[src/rtl/muxn_arb.sv]
// N-channel ready/valid multiplexer with a single registered output slot.
// Mode 0 forwards the channel picked by sel; mode 1 arbitrates round-robin.
module muxn_arb #(
  parameter int N = 4,
  parameter int W = 4,
  localparam int S = $clog2(N)
) (
  input  logic           clk,
  input  logic           rst_n,
  input  logic [N*W-1:0] in_data,
  input  logic [N-1:0]   in_valid,
  output logic [N-1:0]   in_ready,
  input  logic           mode,
  input  logic [S-1:0]   sel,
  output logic [W-1:0]   out_data,
  output logic [S-1:0]   out_ch,
  output logic           out_valid,
  input  logic           out_ready
);

  localparam logic [S:0] NS = (S+1)'(N);

  logic [W-1:0] r_data;
  logic [S-1:0] r_ch;
  logic         r_valid;
  logic [S-1:0] r_ptr;

  logic         w_load;
  logic         w_found;
  logic [S-1:0] w_gnt;
  logic [W-1:0] w_data;
  logic [2*N-1:0] w_dbl;
  logic [S:0]   w_off;
  logic [S:0]   w_sum;
  logic         w_rr_found;

  assign w_load = !r_valid || out_ready;

  // Rotate the request vector so bit j is channel (ptr+1+j) mod N.
  assign w_dbl = {in_valid, in_valid} >> ((S+1)'(r_ptr) + (S+1)'(1));

  always_comb begin
    w_rr_found = 1'b0;
    w_off      = '0;
    for (int unsigned k = 0; k < N; k++) begin
      if (w_dbl[N-1-k]) begin
        w_rr_found = 1'b1;
        w_off      = (S+1)'(N - k);
      end
    end
    w_sum = (S+1)'(r_ptr) + w_off;
    if (w_sum >= NS) w_sum = w_sum - NS;
  end

  always_comb begin
    w_found = 1'b0;
    w_gnt   = '0;
    if (mode) begin
      w_found = w_rr_found;
      w_gnt   = w_sum[S-1:0];
    end else begin
      for (int unsigned k = 0; k < N; k++) begin
        if (sel == S'(k) && in_valid[k]) begin
          w_found = 1'b1;
          w_gnt   = sel;
        end
      end
    end
  end

  always_comb begin
    w_data = '0;
    for (int unsigned k = 0; k < N; k++) begin
      if (w_gnt == S'(k)) w_data = in_data[k*W +: W];
    end
  end

  // Gated by rst_n so nothing is offered as accepted while reset is held.
  always_comb begin
    in_ready = '0;
    for (int unsigned k = 0; k < N; k++) begin
      if (rst_n && w_load && w_found && w_gnt == S'(k)) in_ready[k] = 1'b1;
    end
  end

  always_ff @(posedge clk or negedge rst_n) begin
    if (!rst_n) begin
      r_valid <= 1'b0;
      r_data  <= '0;
      r_ch    <= '0;
      r_ptr   <= S'(N - 1);
    end else if (w_load) begin
      if (w_found) begin
        r_valid <= 1'b1;
        r_data  <= w_data;
        r_ch    <= w_gnt;
        r_ptr   <= w_gnt;
      end else begin
        r_valid <= 1'b0;
      end
    end
  end

  assign out_data  = r_data;
  assign out_ch    = r_ch;
  assign out_valid = r_valid;

endmodule

[config.mk]
export PLATFORM = sky130hd
export DESIGN_NAME = muxn_arb
export DESIGN_NICKNAME = d
export VERILOG_FILES = /design/src/rtl/muxn_arb.sv
export SDC_FILE = /design/constraint.sdc
export NUM_CORES = 1
export LEC_CHECK = 0
export CAP_MARGIN = 20
export CORE_ASPECT_RATIO = 0.8
export CORE_MARGIN = 3
export CORE_UTILIZATION = 30
export DETAILED_ROUTE_END_ITERATION = 10
export DONT_BUFFER_PORTS = 1
export GPL_ROUTABILITY_DRIVEN = 0
export HOLD_SLACK_MARGIN = 0.12
export PLACE_DENSITY_LB_ADDON = 0.12
export REMOVE_ABC_BUFFERS = 1
export SYNTH_ARGS = -nofsm -noshare
export SYNTH_HDL_FRONTEND = slang
export SYNTH_SLANG_ARGS = --single-unit
[constraint.sdc]
create_clock -name clk -period 3.24 [get_ports clk]
set_clock_uncertainty 0.1 [all_clocks]
set_input_delay 0.648 -clock clk [delete_from_list [all_inputs] [get_ports clk]]
set_output_delay 0.648 -clock clk [all_outputs]
set_load 0.01 [all_outputs]
==> results.py, run 1 <==
metrics = {
    "status": {
        "outcome": "complete, no violations",
    },
    "logic_synthesis": {
        "yosys.area.top_type": "dfrtp_1",
        "synthTopCellsByCount": "nor2_1 (12), nand2_1 (10), a21oi_1 (9), dfrtp_1 (7), mux2i_1 (7)",
        "ys_seq_elements": 9,
        "syn_area_um2": 848,
        "netlist_instances": 102,
        "yosys_warnings": 0,
        "synth.avg_cell_area_um2": 8.32,
        "ys.flop_type": "dfrtp_1",
        "synth_most_common_cell": "nor2_1",
        "synth_edf_count": 0,
        "ys_seq_area_frac": 0.268,
        "async_flop_share": 1.00,
        "netlist_top_cells_area": "dfrtp_1 (21%), mux2i_1 (8.3%), dfstp_2 (6.2%)",
        "ys_types": 37,
        "synth_top_area_frac": 0.206,
    },
    "timing": {
        "maxSlewHeadroom": 0.540,
        "period_needed_ns": 3.18,
        "worst_pin_slew_ns": 0.689,
        "slew_violations": 0,
        "fin_crit_sh": 0.980,
        "setup_viol": 0,
        "worst_hold_slack_ns": 0.458,
        "fmax_mhz": 315,
        "hold_violations": 0,
        "rsz0062_at_grt": "true",
    },
    "floorplan": {
        "row_count": 16,
        "chipHeight_um": 53.6,
        "die_width_um": 65.5,
        "start_util": 0.331,
        "core_mm2": 0.00256,
        "dieArea_mm2": 0.00351,
        "io_pins": 37,
    },
    "global_route": {
        "grt_pass1_vias": 724,
        "grt_pass1_wl_um": 3530,
        "grt_util_met2": 0.200,
        "grtUsageMet1": 0.192,
        "grt.busiest_layer": "met2",
        "grt.overflow.total": 0,
        "grt_max_degree": 18,
        "antenna_found_initial": 0,
        "grt_use_met3": 0.0313,
        "grt.total_usage": 0.134,
    },
    "route": {
        "routed_via_density": 5.36,
        "dr.pass1.iters": 4,
        "drt_iter0_drc": 15,
        "ant_nets": 0,
        "wl_per_cell_um": 16.1,
        "vias": 783,
        "routed_wl_um": 2350,
        "drc_errors": 0,
    },
    "critical_path": {
        "cp-start-kind": "flop",
        "cp_max_fo": 5,
        "slowest_stage": "dfstp_2",
        "arrival_ns": 2.43,
        "cp_top_family": "simple AND/OR/NAND/NOR gates",
        "path_class": "flop to output port",
        "critPathRequiredTime_ns": 2.49,
        "cpMostUsedCell": "nand2_1",
        "end_kind": "output port",
        "cpPeakStageDelay_ns": 0.58,
        "crit_chain": "nand2b_4 > a21oi_2 > a31oi_1 > nand2_1 > o21ai_1 > ha_2 > nand2_1 > or4_4 > and3_4 > nor3_2 > buf_4",
        "crit_buf_inv": 1,
    },
    "layout": {
        "nNetsFinal": 138,
        "fillCellCount": 293,
        "layout-drive-gt1-share": 0.273,
        "multiInputGateArea_um2": 614,
        "regArea_um2": 228,
        "fin_cells": 146,
        "syn_to_final_growth_pct": 16.7,
        "antennaDiodeCount": 0,
        "final_util": 0.386,
        "final_cell_area_um2": 990,
    },
    "worst_hold_path": {
        "hp-class": "flop to flop",
    },
    "cts": {
        "htree_levels": 1,
        "clock_latency_ns": 0.26,
        "clkSinkCount": 9,
        "clockBufferDepth": 2,
        "tritoncts": "yes",
        "cts.clk_slew.worst_paths_ns": 0.06,
        "cts_buffers": 3,
        "root_buffer": "clkbuf_4",
    },
    "place": {
        "io_buffers": 0,
        "dp.cells": 138,
        "dp_hpwl_um": 1740,
        "dpl_cell_area_um2": 883,
    },
    "power": {
        "powerDensity_mw_per_mm2": 652,
        "ir_drop_v": 0.000216,
        "p_leak_nw": 0.397,
    },
    "flow_run": {
        "max_cap_violations": 0,
    },
}
## cells by family after synthesis
group,Yosys count,share of synthesized area
simple gates,45,0.270
fa+ha+maj,1,0.0147
mux,12,0.162
buf+inv,7,0.0605
compound gates,28,0.224
flops,9,0.268
## per-layer routing
| metal | vias to the layer above | wire, um |
|---|---|---|
| met2 | 20 | 1020 |
| met3 | 2 | 79 |
| met1 | 368 | 1230 |
| met4 | 0 | 19 |
| met5 | - | 0 |
| li1 | 393 | - |
## metrics by stage
stage	setup TNS, ns	setup WS (ns)	power (W)
after CTS	0	0.0125	0.000639
after global placement	0	0.105	0.000520
after detailed placement	0	0.0865	0.000525
final	0	0.0648	0.000646
after global routing	-0.0866	-0.0866	0.000700
after floorplan	0	0.201	0.000437
## final timing paths
check / depth (start not counted) / start / slack, ns / end
max: 11 / r_ptr[1] / 0.06 / in_ready[3]
min: 2 / r_ptr[0] / 0.46 / r_ptr[0]
max reg2reg: 12 / r_ptr[1] / 0.50 / out_data[1]
min reg2reg: 2 / r_ptr[0] / 0.46 / r_ptr[0]
max in group asynchronous: 1 / rst_n / 2.10 / r_ptr[1]
min in group asynchronous: 1 / rst_n / 0.63 / out_ch[0]
## worst reg2reg max path, cell delays in order (launching register included)
cell,delay (ns)
dfstp_2,0.58
nand2b_4,0.15
a21oi_2,0.05
a31oi_1,0.13
nand2_1,0.07
o21ai_1,0.08
ha_2,0.20
nand2_1,0.05
or4_4,0.43
and3_4,0.19
buf_4,0.15
and3_1,0.16
o31a_1,0.29
## cell usage in the layout (no fill, tap or decap), drive strengths merged, types with 3 or more instances in the layout
cell    instances
and3            5
nor2           13
inv             3
dfrtp           7
a21oi          10
clkbuf          4
buf             6
mux2i           7
mux2            4
a31oi           3
nor3            5
nand2          10
nand2b          3
## power breakdown
group	internal [W]	switching (W)	total, W
Combinational	0.000159	0.000180	0.000339
Sequential	0.000163	0.0000597	0.000223
Clock	0.0000473	0.0000364	0.0000837
Total	0.000370	0.000276	0.000646
## flip-flops by register name (all words and copies together), names as in the netlist
signal     cells
out_data       4
out_ch         2
r_ptr          2
out_valid      1
## final cells by class
type,count,area share
inverters,3,0.0114
repair buffers,8,0.0657
flip-flops and latches,9,0.230
well taps,36,0.0455
multi-input cells,86,0.621
clock buffers,4,0.0265
## what timing repair did
action / in CTS / in global routing
endpoints found under the setup margin: 2 / 4
hold buffers: 1 / 1
buffers inserted: 1 / 1
pin swaps: 2 / 5
hold endpoints to repair: 8 / 1
resized for setup: 6 / 4
(Power assumes the default switching activity.)
==> run 2, diff against run 1 <==
- CORE_MARGIN: 3 -> unset
- CTS_BUF_LIST: unset -> sky130_fd_sc_hd__clkbuf_8
==> run 2 against run 1 <==
Compared with the run above: combinational power decreased by 2%; wire length decreased by 9.3%; flip-flop and latch count unchanged; largest cell class unchanged; via count decreased by 1.7%; setup slack improved by 0.047 ns; global-route usage increased by 1.6 points; clock power increased by 48%; critical endpoint unchanged; register-to-register slack got worse by 0.02 ns; non-clock buffer count decreased by 4; count of clock-buffer cells in the layout decreased by 1; sequential share of layout area increased by 0.29 points.
==> results.py, run 2 (synthesis results as in run 1) <==
metrics = {
    "route": {
        "routed_wl_um": 2130,
        "routed_via_density": 5.42,
        "dr.pass1.iters": 4,
        "drc_errors": 0,
        "ant_nets": 0,
        "wl_per_cell_um": 15.0,
        "vias": 770,
        "drt_iter0_drc": 8,
    },
    "layout": {
        "largest_reg_flops": 4,
        "syn_to_final_growth_pct": 15.2,
        "nNetsFinal": 134,
        "layout_commonest_cell": "nor2_1",
        "multiInputGateArea_um2": 616,
        "antennaDiodeCount": 0,
        "fillCellCount": 291,
        "final_cell_area_um2": 977,
        "layout-drive-gt1-share": 0.255,
        "layout_common_cells": "nor2_1 (12), nand2_1 (10), a21oi_1 (9), mux2i_1 (7), dfrtp_1 (7)",
        "regArea_um2": 228,
    },
    "critical_path": {
        "reg2reg_depth": 12,
        "critPathRequiredTime_ns": 2.49,
        "r2r_end": "out_data[1]",
        "r2r-start": "r_ptr[1]",
        "crit_chain": "nand2b_4 > a21oi_1 > a31oi_1 > nand2_1 > o21ai_1 > ha_2 > nand2_1 > or4_4 > and3_4 > nor3_4",
        "path_class": "flop to output port",
        "cpMostUsedCell": "nand2_1",
        "cpPeakStageDelay_ns": 0.55,
        "end_kind": "output port",
        "cp_max_fo": 4,
        "cp-start-kind": "flop",
        "rrSetupSlack_ns": 0.48,
        "slowest_stage": "dfstp_2",
        "arrival_ns": 2.38,
    },
    "global_route": {
        "grt_pass1_vias": 707,
        "grt_pass1_wl_um": 3420,
        "grt.overflow.total": 0,
        "grt.total_usage": 0.150,
        "grt_max_degree": 18,
        "antenna_found_initial": 0,
    },
    "status": {
        "outcome": "complete, no violations",
    },
    "cts": {
        "root_buffer": "clkbuf_8",
        "clockBufferDepth": 2,
        "cts.clk_slew.worst_paths_ns": 0.04,
        "cts_buffers": 3,
        "clock_latency_ns": 0.23,
        "htree_levels": 1,
        "clkSinkCount": 9,
        "tritoncts": "yes",
    },
    "floorplan": {
        "row_count": 16,
        "start_util": 0.331,
        "die_width_um": 61.5,
        "io_pins": 37,
        "dieArea_mm2": 0.00305,
        "core_mm2": 0.00256,
        "chipHeight_um": 49.6,
    },
    "timing": {
        "worst_pin_slew_ns": 0.665,
        "setup_viol": 0,
        "hold_violations": 0,
        "worst_hold_slack_ns": 0.163,
        "maxSlewHeadroom": 0.556,
        "fmax_mhz": 320,
        "period_needed_ns": 3.13,
        "rsz0062_at_grt": "true",
        "slew_violations": 0,
        "fin_crit_sh": 0.965,
    },
    "flow_run": {
        "max_cap_violations": 0,
    },
    "place": {
        "dpl_cell_area_um2": 868,
        "dp_hpwl_um": 1620,
        "io_buffers": 0,
    },
    "power": {
        "powerDensity_mw_per_mm2": 690,
        "power_w": 0.000674,
        "p_leak_nw": 0.400,
        "ir_drop_v": 0.000270,
    },
    "worst_hold_path": {
        "hp-class": "input pin to asynchronous set/reset pin",
    },
}
[run 2: critical path, delay by kind of cell, from the launching register on]
family	cells	cell delay, ns
adders and majority gates	1	0.19
and+or+nand+nor	6	1.12
AOI/OAI and AO/OA	3	0.28
DFF	1	0.55
[run 2: timing repair]
action	in CTS	in global routing
gates cloned	0	0
endpoints found under the setup margin	2	4
buffers inserted	0	1
gates resized for setup	3	7
hold buffers	1	0
endpoints found under the hold margin	7	0
pin swaps	2	3
[run 2: stage by stage]
stage / worst slack [ns] / TNS (ns) / util / std cells
3_3_place_gp: 0.116 / 0 / 0.339 / 136
3_5_place_dp: 0.0807 / 0 / 0.339 / 136
2_1_floorplan: 0.201 / 0 / - / 98
4_1_cts: 0.0329 / 0 / 0.365 / 141
5_1_grt: -0.0338 / -0.0614 / 0.381 / 142
6_report: 0.112 / 0 / 0.381 / 142
[run 2: report_power, final]
| part | internal [W] | switching (W) |
|---|---|---|
| clock network | 0.0000822 | 0.0000414 |
| logic | 0.000151 | 0.000180 |
| registers | 0.000164 | 0.0000557 |
[run 2: final cells by class]
| class | count | share of cell area |
|---|---|---|
| Clock buffer | 3 | 0.0423 |
| Clock inverter | 1 | 0.00384 |
| Inverter | 3 | 0.0115 |
| Multi-Input combinational cell | 86 | 0.630 |
| Sequential cell | 9 | 0.233 |
| Tap cell | 36 | 0.0461 |
| Timing Repair Buffer | 4 | 0.0333 |
[run 2: worst max-delay path by stage]
| stage | start | end | slack (ns) |
|---|---|---|---|
| 2_1_floorplan | in_valid[3] | in_ready[2] | 0.20 |
| 3_3_place_gp | in_valid[3] | in_ready[3] | 0.12 |
| 3_5_place_dp | in_valid[3] | in_ready[3] | 0.08 |
| 4_1_cts | r_ptr[1] | in_ready[0] | 0.03 |
| 5_1_grt | r_ptr[1] | in_ready[1] | -0.03 |
| 6_report | r_ptr[1] | in_ready[3] | 0.11 |
[run 2: per-layer routing]
layer  share of wire  vias to the layer above  global-route usage
li1                -                      387                   -
met1            0.52                      365               0.240
met2            0.44                       18               0.207
met3           0.036                        0              0.0236
met4               0                        0              0.0333
met5               0                        -                   0
==> run 3, diff against run 2 <==
==> constraint.sdc (replaced) <==
create_clock -name clk -period 3.24 [get_ports clk]
set_clock_uncertainty 0.1 [all_clocks]
set_input_delay 0.972 -clock clk [delete_from_list [all_inputs] [get_ports clk]]
set_output_delay 0.972 -clock clk [all_outputs]
set_load 0.01 [all_outputs]
==> run 3 against run 2 <==
Compared with the run above: the run now ends with setup timing left; non-clock buffer count is 18 higher; register-to-register slack better by 0.02 ns; via count is 7.7% higher; flip-flop and latch count stayed put; global-route usage is 1.2 points higher; sequential power hardly changed; critical endpoint unchanged; largest cell class unchanged; largest power group unchanged; highest routed layer unchanged.
==> results.py, run 3 (synthesis results as in run 1) <==
metrics = {
    "critical_path": {
        "critPathLaunch": "in_valid[3]",
        "cp-start-kind": "input pin",
        "cp_max_fo": 9,
        "end_kind": "output port",
        "arrival_ns": 2.50,
        "rrSetupSlack_ns": 0.50,
        "r2r-start": "r_ptr[1]",
        "reg2reg_depth": 12,
        "crit_path_end": "in_ready[3]",
        "path_class": "input pin to output port",
        "critPathRequiredTime_ns": 2.17,
        "r2r_end": "out_data[2]",
    },
    "global_route": {
        "grt.total_usage": 0.162,
        "grtUsageMet1": 0.250,
        "grt_use_met3": 0.0236,
        "grt_pass1_vias": 767,
        "grt.busiest_layer": "met1",
        "grt_util_met2": 0.225,
        "grt_max_degree": 17,
        "grt.overflow.total": 0,
        "grt_pass1_wl_um": 3590,
        "antenna_found_initial": 0,
    },
    "timing": {
        "setup_viol": 4,
        "layout_setup_ws_ns": -0.335,
        "maxSlewHeadroom": 0.595,
        "hold_violations": 0,
        "period_needed_ns": 3.58,
        "slew_violations": 0,
        "rsz0062_at_grt": "true",
        "worst_pin_slew_ns": 0.598,
        "fin_crit_sh": 1.10,
        "fmax_mhz": 280,
    },
    "floorplan": {
        "chipHeight_um": 49.6,
        "dieArea_mm2": 0.00305,
        "die_width_um": 61.5,
        "io_pins": 37,
        "row_count": 16,
        "start_util": 0.331,
        "core_mm2": 0.00256,
    },
    "layout": {
        "layout-drive-gt1-share": 0.363,
        "final_util": 0.431,
        "syn_to_final_growth_pct": 30.2,
        "layout_commonest_cell": "buf_4",
        "fillCellCount": 284,
        "multiInputGateArea_um2": 611,
        "regArea_um2": 228,
        "nNetsFinal": 152,
        "layout_common_cells": "buf_4 (22), nor2_1 (12), nand2_1 (10), a21oi_1 (8)",
        "antennaDiodeCount": 0,
        "largest_reg_flops": 4,
    },
    "worst_hold_path": {
        "hp-class": "input pin to asynchronous set/reset pin",
    },
    "cts": {
        "tritoncts": "yes",
        "clkSinkCount": 9,
        "cts_setup_buffers": 0,
        "holdBufCountCts": 0,
        "cts_buffers": 3,
        "root_buffer": "clkbuf_8",
        "htree_levels": 1,
        "clockBufferDepth": 2,
        "cts.clk_slew.worst_paths_ns": 0.04,
        "clock_latency_ns": 0.23,
    },
    "route": {
        "drt_iter0_drc": 18,
        "vias": 829,
        "wl_per_cell_um": 14.5,
        "drc_errors": 0,
        "routed_wl_um": 2320,
        "routed_via_density": 5.18,
        "dr.pass1.iters": 6,
        "ant_nets": 0,
    },
    "place": {
        "pre_cts_ws_ns": -0.470,
        "dp_hpwl_um": 1900,
        "io_buffers": 0,
    },
    "status": {
        "violations": "setup timing",
        "outcome": "complete, but fails checks",
    },
    "flow_run": {
        "max_cap_violations": 0,
    },
    "power": {
        "powerDensity_mw_per_mm2": 690,
        "ir_drop_v": 0.000299,
        "p_leak_nw": 0.481,
        "power_w": 0.000763,
    },
}
## run 3: cell type report
type | instances | area share
multi-input cells | 86 | 0.553
flip-flops and latches | 9 | 0.206
repair buffers | 22 | 0.149
well taps | 36 | 0.0408
clock buffers | 3 | 0.0374
inverters | 3 | 0.0102
clock inverters | 1 | 0.00340
## run 3: repair_timing
action / CTS / global route
gates resized for setup: 10 / 0
setup endpoints to repair: 4 / 4
pin swaps: 6 / 1
## run 3: critical path: stages
cell and delay [ns]:
nand2b_4 0.05, a21oi_2 0.05, a31oi_1 0.15, nand2_1 0.07, o21ai_1 0.08, ha_2 0.20, nand2_1 0.05, or4_4 0.41
and3_4 0.21, nor3_2 0.11, buf_4 0.14
## run 3: stage by stage
stage	area [um^2]	TNS, ns	std cells	hold slack [ns]
floorplan	808	-1.32	98	0.418
global placement	1020	-1.70	156	0.445
detailed placement	1020	-1.71	156	0.449
CTS	1100	-1.19	160	0.331
global route	1100	-1.74	160	0.319
finish	1100	-1.31	160	0.335
## run 3: how the worst min path moves through the flow
stage,start,endpoint,slack (ns),cells after the start
after detailed placement,r_ptr[0],r_ptr[0],0.45,2
after floorplan,r_ptr[0],r_ptr[0],0.42,2
final,rst_n,out_valid,0.34,0
after global placement,r_ptr[0],r_ptr[0],0.44,2
after global routing,rst_n,out_ch[0],0.32,0
after CTS,rst_n,out_ch[0],0.33,0
## run 3: routing by layer
layer | part of all wire | wire, um | vias up
met4 | 0 | 0 | 0
met2 | 0.44 | 1020 | 15
met5 | 0 | 0 | -
li1 | - | - | 421
met1 | 0.53 | 1240 | 393
met3 | 0.025 | 57 | 0
## run 3: power breakdown
part           switching (W)  internal, W  total [W]
clock              0.0000425    0.0000823   0.000125
sequential         0.0000571     0.000164   0.000221
combinational       0.000194     0.000223   0.000417
